==> src/rtl/lvds_pkg.sv <==
// ---------------------------------------------------------------------------
// lvds_pkg
// Shared types and constants for the LVDS transmit streamer.
//   lvds_state_t       : transmit FSM state encoding (IDLE / SYNC / SEND)
//   DEFAULT_SYNC_WORD  : preamble sample sent at the start of every burst
//   beats_per_sample() : number of lane beats needed to send one sample
// ---------------------------------------------------------------------------
package lvds_pkg;

    typedef enum logic [1:0] {
        IDLE = 2'd0,
        SYNC = 2'd1,
        SEND = 2'd2
    } lvds_state_t;

    localparam logic [7:0] DEFAULT_SYNC_WORD = 8'hA5;

    function automatic int beats_per_sample(input int sample_w, input int lanes);
        return sample_w / lanes;
    endfunction

endpackage

==> src/rtl/sample_fifo.sv <==
// ---------------------------------------------------------------------------
// sample_fifo
// Synchronous FIFO holding DAC samples between the register write path and
// the serialiser. Pushes arriving while full are dropped and flagged.
// Ports:
//   clk, reset       : clock, asynchronous active-high reset
//   push, push_data  : write strobe and sample
//   pop, pop_data    : read strobe; pop_data shows the head sample (show-ahead)
//   full, empty      : occupancy flags, derived from the registered level
//   level            : number of stored samples
//   rejected         : single-cycle pulse, push attempted while full
// ---------------------------------------------------------------------------
module sample_fifo #(
    parameter int WIDTH = 8,
    parameter int DEPTH = 8,
    parameter int LVL_W = $clog2(DEPTH + 1)
) (
    input  logic             clk,
    input  logic             reset,
    input  logic             push,
    input  logic [WIDTH-1:0] push_data,
    input  logic             pop,
    output logic [WIDTH-1:0] pop_data,
    output logic             full,
    output logic             empty,
    output logic [LVL_W-1:0] level,
    output logic             rejected
);

    localparam int PTR_W = $clog2(DEPTH);

    logic [PTR_W-1:0] wr_ptr_q, wr_ptr_d;
    logic [PTR_W-1:0] rd_ptr_q, rd_ptr_d;
    logic [LVL_W-1:0] level_q, level_d;
    logic [WIDTH-1:0] mem_q [DEPTH];
    logic             push_ok;
    logic             pop_ok;

    assign full     = (level_q == LVL_W'(DEPTH));
    assign empty    = (level_q == '0);
    assign level    = level_q;
    // The head must be usable in the same cycle as the pop, so the read is
    // taken straight from the (small) storage array.
    assign pop_data = mem_q[rd_ptr_q];

    always_comb begin
        // full is judged on the pre-pop occupancy: a push into a full FIFO
        // is rejected even if a pop happens in the same cycle.
        push_ok  = push && !full;
        pop_ok   = pop && !empty;
        rejected = push && full;
        wr_ptr_d = wr_ptr_q + PTR_W'(push_ok);
        rd_ptr_d = rd_ptr_q + PTR_W'(pop_ok);
        level_d  = level_q;
        case ({push_ok, pop_ok})
            2'b10:   level_d = level_q + LVL_W'(1);
            2'b01:   level_d = level_q - LVL_W'(1);
            default: level_d = level_q;
        endcase
    end

    always_ff @(posedge clk or posedge reset) begin
        if (reset) begin
            wr_ptr_q <= '0;
            rd_ptr_q <= '0;
            level_q  <= '0;
        end else begin
            wr_ptr_q <= wr_ptr_d;
            rd_ptr_q <= rd_ptr_d;
            level_q  <= level_d;
        end
    end

    // Storage carries no reset; only slots behind the write pointer are read.
    always_ff @(posedge clk) begin
        if (push_ok) begin
            mem_q[wr_ptr_q] <= push_data;
        end
    end

endmodule

==> src/rtl/lvds_tx_streamer.sv <==
// ---------------------------------------------------------------------------
// lvds_tx_streamer
// Buffers DAC samples, frames each transmit burst with a sync word and
// serialises samples MSB-first across LANES LVDS data lanes.
// Ports:
//   clk, reset         : clock, asynchronous active-high reset
//   tx_en              : transmit enable
//   tone_mode          : 0 = stream (pop per slot), 1 = repeat held sample
//   wr_en, wr_data     : sample push from the register path
//   clr_err            : clears sticky underrun / overflow
//   to_lvds            : registered lane data (lane LANES-1 = higher bit)
//   frame              : high on beat 0 of every slot, sync included
//   busy               : FSM not in IDLE
//   full, empty, level : FIFO status
//   underrun, overflow : sticky error flags
// ---------------------------------------------------------------------------
module lvds_tx_streamer
    import lvds_pkg::*;
#(
    parameter int                  SAMPLE_W  = 8,
    parameter int                  LANES     = 2,
    parameter int                  DEPTH     = 8,
    parameter logic [SAMPLE_W-1:0] SYNC_WORD = SAMPLE_W'(DEFAULT_SYNC_WORD)
) (
    input  logic                         clk,
    input  logic                         reset,
    input  logic                         tx_en,
    input  logic                         tone_mode,
    input  logic                         wr_en,
    input  logic [SAMPLE_W-1:0]          wr_data,
    input  logic                         clr_err,
    output logic [LANES-1:0]             to_lvds,
    output logic                         frame,
    output logic                         busy,
    output logic                         full,
    output logic                         empty,
    output logic [$clog2(DEPTH+1)-1:0]   level,
    output logic                         underrun,
    output logic                         overflow
);

    localparam int BEATS  = beats_per_sample(SAMPLE_W, LANES);
    localparam int BEAT_W = (BEATS > 1) ? $clog2(BEATS) : 1;
    localparam int LVL_W  = $clog2(DEPTH + 1);

    lvds_state_t         state_q, state_d;
    logic [BEAT_W-1:0]   beat_q, beat_d;
    logic [SAMPLE_W-1:0] shreg_q, shreg_d;
    logic [SAMPLE_W-1:0] held_q, held_d;
    logic [LANES-1:0]    to_lvds_q, to_lvds_d;
    logic                frame_q, frame_d;
    logic                underrun_q, underrun_d;
    logic                overflow_q, overflow_d;

    logic                last_beat;
    logic                load_slot;
    logic                underrun_set;
    logic [SAMPLE_W-1:0] slot_sample;

    logic                fifo_pop;
    logic [SAMPLE_W-1:0] fifo_data;
    logic                fifo_full;
    logic                fifo_empty;
    logic [LVL_W-1:0]    fifo_level;
    logic                fifo_rejected;

    sample_fifo #(
        .WIDTH (SAMPLE_W),
        .DEPTH (DEPTH),
        .LVL_W (LVL_W)
    ) u_fifo (
        .clk       (clk),
        .reset     (reset),
        .push      (wr_en),
        .push_data (wr_data),
        .pop       (fifo_pop),
        .pop_data  (fifo_data),
        .full      (fifo_full),
        .empty     (fifo_empty),
        .level     (fifo_level),
        .rejected  (fifo_rejected)
    );

    assign last_beat = (beat_q == BEAT_W'(BEATS - 1));

    // State register
    always_ff @(posedge clk or posedge reset) begin
        if (reset) begin
            state_q <= IDLE;
        end else begin
            state_q <= state_d;
        end
    end

    // Next-state logic. tx_en only matters at slot boundaries, so a drop and
    // re-assert inside one slot is invisible to the FSM.
    always_comb begin
        state_d = state_q;
        case (state_q)
            IDLE:    if (tx_en) state_d = SYNC;
            SYNC:    if (last_beat) state_d = SEND;
            SEND:    if (last_beat && !tx_en) state_d = IDLE;
            default: state_d = IDLE;
        endcase
    end

    // Output / datapath logic
    always_comb begin
        // A new slot is fetched on the last beat of sync, and on the last beat
        // of a data slot while transmission continues.
        load_slot    = last_beat && ((state_q == SYNC) || ((state_q == SEND) && tx_en));
        fifo_pop     = load_slot && !fifo_empty;
        underrun_set = load_slot && fifo_empty && !tone_mode;
        if (!fifo_empty) begin
            slot_sample = fifo_data;
        end else if (tone_mode) begin
            slot_sample = held_q;
        end else begin
            slot_sample = '0;
        end

        beat_d    = beat_q;
        shreg_d   = shreg_q;
        held_d    = held_q;
        to_lvds_d = '0;
        frame_d   = 1'b0;

        case (state_q)
            IDLE: begin
                if (tx_en) begin
                    shreg_d = SYNC_WORD;
                    beat_d  = '0;
                end
            end
            SYNC, SEND: begin
                to_lvds_d = shreg_q[SAMPLE_W-1 -: LANES];
                frame_d   = (beat_q == '0);
                if (last_beat) begin
                    beat_d  = '0;
                    shreg_d = load_slot ? slot_sample : '0;
                end else begin
                    beat_d  = beat_q + BEAT_W'(1);
                    shreg_d = shreg_q << LANES;
                end
            end
            default: begin
                beat_d  = '0;
                shreg_d = '0;
            end
        endcase

        if (fifo_pop) begin
            held_d = fifo_data;
        end

        // Sticky flags: a new event in the same cycle as clr_err wins.
        underrun_d = underrun_set  ? 1'b1 : (clr_err ? 1'b0 : underrun_q);
        overflow_d = fifo_rejected ? 1'b1 : (clr_err ? 1'b0 : overflow_q);
    end

    always_ff @(posedge clk or posedge reset) begin
        if (reset) begin
            beat_q     <= '0;
            shreg_q    <= '0;
            held_q     <= '0;
            to_lvds_q  <= '0;
            frame_q    <= 1'b0;
            underrun_q <= 1'b0;
            overflow_q <= 1'b0;
        end else begin
            beat_q     <= beat_d;
            shreg_q    <= shreg_d;
            held_q     <= held_d;
            to_lvds_q  <= to_lvds_d;
            frame_q    <= frame_d;
            underrun_q <= underrun_d;
            overflow_q <= overflow_d;
        end
    end

    assign to_lvds  = to_lvds_q;
    assign frame    = frame_q;
    assign busy     = (state_q != IDLE);
    assign full     = fifo_full;
    assign empty    = fifo_empty;
    assign level    = fifo_level;
    assign underrun = underrun_q;
    assign overflow = overflow_q;

endmodule

==> config.mk <==
export PLATFORM = sky130hd
export DESIGN_NAME = lvds_tx_streamer
export DESIGN_NICKNAME = d
export VERILOG_FILES = /design/src/rtl/lvds_pkg.sv /design/src/rtl/sample_fifo.sv /design/src/rtl/lvds_tx_streamer.sv
export SDC_FILE = /design/constraint.sdc
export NUM_CORES = 1
export LEC_CHECK = 0
export CAP_MARGIN = 10
export CORE_MARGIN = 4
export CORE_UTILIZATION = 55
export DETAILED_ROUTE_END_ITERATION = 7
export PLACE_DENSITY = 0.75
export SETUP_SLACK_MARGIN = 0.3
export SYNTH_ARGS = -nofsm -noshare
export SYNTH_HDL_FRONTEND = slang
export SYNTH_SLANG_ARGS = --single-unit
==> constraint.sdc <==
create_clock -name clk -period 3.1 [get_ports clk]
set_input_delay 0.62 -clock clk [delete_from_list [all_inputs] [get_ports clk]]
set_output_delay 0.62 -clock clk [all_outputs]
set_load 0.02 [all_outputs]
==> results.json <==
{
  "switching_power_w": 0.001422,
  "period_needed_ns": 2.701,
  "rsz0062_at_grt": "no",
  "maxCapViolCount": 0,
  "viasPerCell": 5.624,
  "critPathLaunchType": "flop",
  "start_util_pct": 56.18,
  "clkLatencyLatePin_ns": 0.35,
  "grt_max_degree": 36,
  "setup_ws_ns": 0.3988,
  "ys_seq_area_share_pct": 64.77,
  "ant_nets": 0,
  "place_congestion": 0.8518,
  "grt_pass1_wl_um": 12920,
  "nets": 354,
  "yosysMostFrequentCell": "edfxtp_1",
  "antenna_found_initial": 0,
  "internal_power_w": 0.002913,
  "cp.required_ns": 2.48,
  "synthTopCellsByCount": "edfxtp_1, dfrtp_1, nand2_1",
  "vdd_ir_drop_max_mv": 0.5062,
  "synth_ff_type": "edfxtp_1",
  "cts_tree": "yes",
  "worst-path-max-fanout": 7,
  "p_comb_share_pct": 33.7,
  "ys_warn_count": 0,
  "drive_gt1_share_pct": 20.48,
  "yosysTopAreaCellShare_pct": 44.50,
  "seqPwrFrac_pct": 44.7,
  "diodes": 0,
  "die_height_um": 96.62,
  "hpwl_um": 5036,
  "finalMaxSlewViolations": 0,
  "n_fill_cell": 559,
  "drc": 0,
  "htreeDepth": 3,
  "io_buffer_count": 25,
  "syn2layout_area_growth_pct": 15.59,
  "synth_nets": 314,
  "fin_setup_tns_ns": 0,
  "clockBufferDepth": 2,
  "synth.distinct_cells": 48,
  "dp.cells": 418,
  "preCtsSetupSlack_ns": 0.2498,
  "rows": 32,
  "status": "completed",
  "crit_path_top_delay_cell": "or4b_4",
  "critPathBufInv": 2,
  "layout.cells.non_filler": 434,
  "tightest_slew_ns": 0.5854,
  "hold_violations": 0,
  "relSlewSlack_pct": 60.98,
  "cts.sinks": 99,
  "synth_area_um2": 4319,
  "leakage_nw": 1.888,
  "wl_per_cell_um": 17.82,
  "synth_top_cell_by_area": "edfxtp_1",
  "cp_top_family": "buffers and inverters",
  "skew_ns": 0.008349,
  "cp.arrival_ns": 2.08,
  "numCtsBuffers": 9,
  "die_w_um": 96.62,
  "slowest_delay_ns": 0.59,
  "postSynth.asyncResetShare_pct": 35.35,
  "cts_root_buf": "clkbuf_8",
  "switching_share_pct": 32.80,
  "grt_overflow": 0,
  "io_pins": 26,
  "clkTransAtPathRegs_ns": 0.10,
  "track_usage_pct": 17.60,
  "crit_path_end_kind": "primary output",
  "die_area_um2": 9334,
  "drt_iter0_drc": 140,
  "max_freq_mhz": 370.2,
  "synthTopCellsByArea": "edfxtp_1, dfrtp_1, mux4_2, ha_1, nand2_1",
  "worstPathCellList": "or4b_4, inv_1, clkdlybuf4s50_1",
  "vias": 2441,
  "core-area_um2": 7687,
  "clockPowerShare_pct": 21.6,
  "power_density_nw_per_um2": 868.2,
  "wirelength_um": 7734,
  "ys_ff_latch": 99,
  "worstHoldPathType": "reg2reg",
  "avgSynthCellArea_um2": 15.05,
  "synth_edf_count": 64,
  "postLayoutCellArea_um2": 4992,
  "fin_util_pct": 64.94,
  "place_area_um2": 4755,
  "grt_pass1_vias": 2511,
  "setup_viol": 0,
  "dr.pass1.iters": 4,
  "period_share_pct": 87.14,
  "path_class": "reg2out",
  "netlist_instances": 287
}
==> state kept, by name (all words and copies together), names as in the netlist <==
| signal | cells |
|---|---|
| u_fifo.mem_q | 64 |
| held_q | 8 |
| shreg_q | 8 |
| u_fifo.level | 4 |
| u_fifo.rd_ptr_q | 3 |
| u_fifo.wr_ptr_q | 3 |
| beat_q | 2 |
| state_q | 2 |
| to_lvds | 2 |
| frame | 1 |
| overflow | 1 |
| underrun | 1 |
==> final timing paths <==
path / end / startpoint / slack (ns) / cells past startpoint
worst max register to register: u_fifo.level[2] / state_q[0] / 0.60 / 11
max in group asynchronous: u_fifo.level[1] / reset / 2.12 / 3
worst min register to register: held_q[4] / held_q[4] / 0.48 / 2
worst max-delay path: full / u_fifo.level[0] / 0.40 / 3
min in group asynchronous: u_fifo.level[3] / reset / 0.65 / 3
worst min-delay path: held_q[4] / held_q[4] / 0.48 / 2
==> power groups by stage <==
stage | sequential (W) | combinational (W) | clock, W
after detailed placement | 0.00196 | 0.00147 | 0
after global routing | 0.00197 | 0.00162 | 0.00101
after floorplan | 0.00195 | 0.00102 | 0
after global placement | 0.00195 | 0.00143 | 0
after CTS | 0.00194 | 0.00148 | 0.000961
final | 0.00194 | 0.00146 | 0.000935
==> tightest hold or removal path, cell delays in order, from the launching register on <==
cell	delay, ns
dfrtp_1	0.35
nand2_1	0.05
nand2_1	0.05
==> per-layer routing <==
layer  global-route usage [%]  vias to the layer above  routed length (µm)
li1                         -                     1151                   -
met4                    5.724                        0                  93
met5                        0                        -                   0
met3                    3.317                        9                 304
met2                    30.31                       50                4105
met1                    22.61                     1231                3231
==> area by class of cell <==
| type | instances | area, µm² | share of cell area (%) |
|---|---|---|---|
| Timing Repair Buffer | 41 | 370.4 | 7.419 |
| Clock buffer | 9 | 123.9 | 2.481 |
| Multi-Input combinational cell | 160 | 1403 | 28.10 |
| Sequential cell | 99 | 2800 | 56.09 |
| Clock inverter | 7 | 107.6 | 2.155 |
| Inverter | 16 | 60.06 | 1.203 |
| Tap cell | 102 | 127.6 | 2.556 |
==> cell usage in the layout, fill, tap and decap left out, drive strengths merged, types with 2 or more instances in the layout <==
cell type | netlist | final
o211ai | 2 | 2
a41oi | 3 | 3
nor4 | 2 | 2
bufinv | 0 | 2
dfrtp | 35 | 35
mux2 | 9 | 9
nor2b | 3 | 3
clkdlybuf4s50 | 0 | 25
o21ai | 11 | 11
mux4 | 16 | 16
ha | 13 | 13
a21o | 3 | 3
xor2 | 4 | 4
xnor2 | 3 | 3
inv | 16 | 20
nand2b | 3 | 3
o31ai | 2 | 2
a22oi | 4 | 4
edfxtp | 64 | 64
o22ai | 2 | 2
a21oi | 4 | 4
nand2 | 30 | 30
nor3 | 4 | 4
clkbuf | 4 | 9
and2 | 4 | 4
nor2 | 14 | 14
buf | 8 | 16
a2bb2oi | 2 | 2
mux2i | 5 | 5
==> cell families after synthesis <==
group,share of synthesized area (%)
AOI/OAI and AO/OA,7.445
xor gates and xnor gates,1.419
adders and majority gates,3.766
buffers and inverters,2.839
DFF,64.77
muxes,11.85
and+or+nand+nor,7.909
==> per-stage QoR <==
| stage | total power [W] | hold WS (ns) |
|---|---|---|
| 2_1_floorplan | 0.002972 | 0.4457 |
| 3_3_place_gp | 0.003379 | 0.4573 |
| 3_5_place_dp | 0.003430 | 0.4621 |
| 4_1_cts | 0.004377 | 0.4859 |
| 5_1_grt | 0.004610 | 0.4990 |
| 6_report | 0.004334 | 0.4850 |
==> timing repair <==
action,CTS,global route
endpoints found under the setup margin,0,2
gates resized for setup,0,3
hold buffers,0,0
setup buffers,0,0
hold endpoints to repair,0,0
No activity file was read; power rests on OpenSTA's default activity.
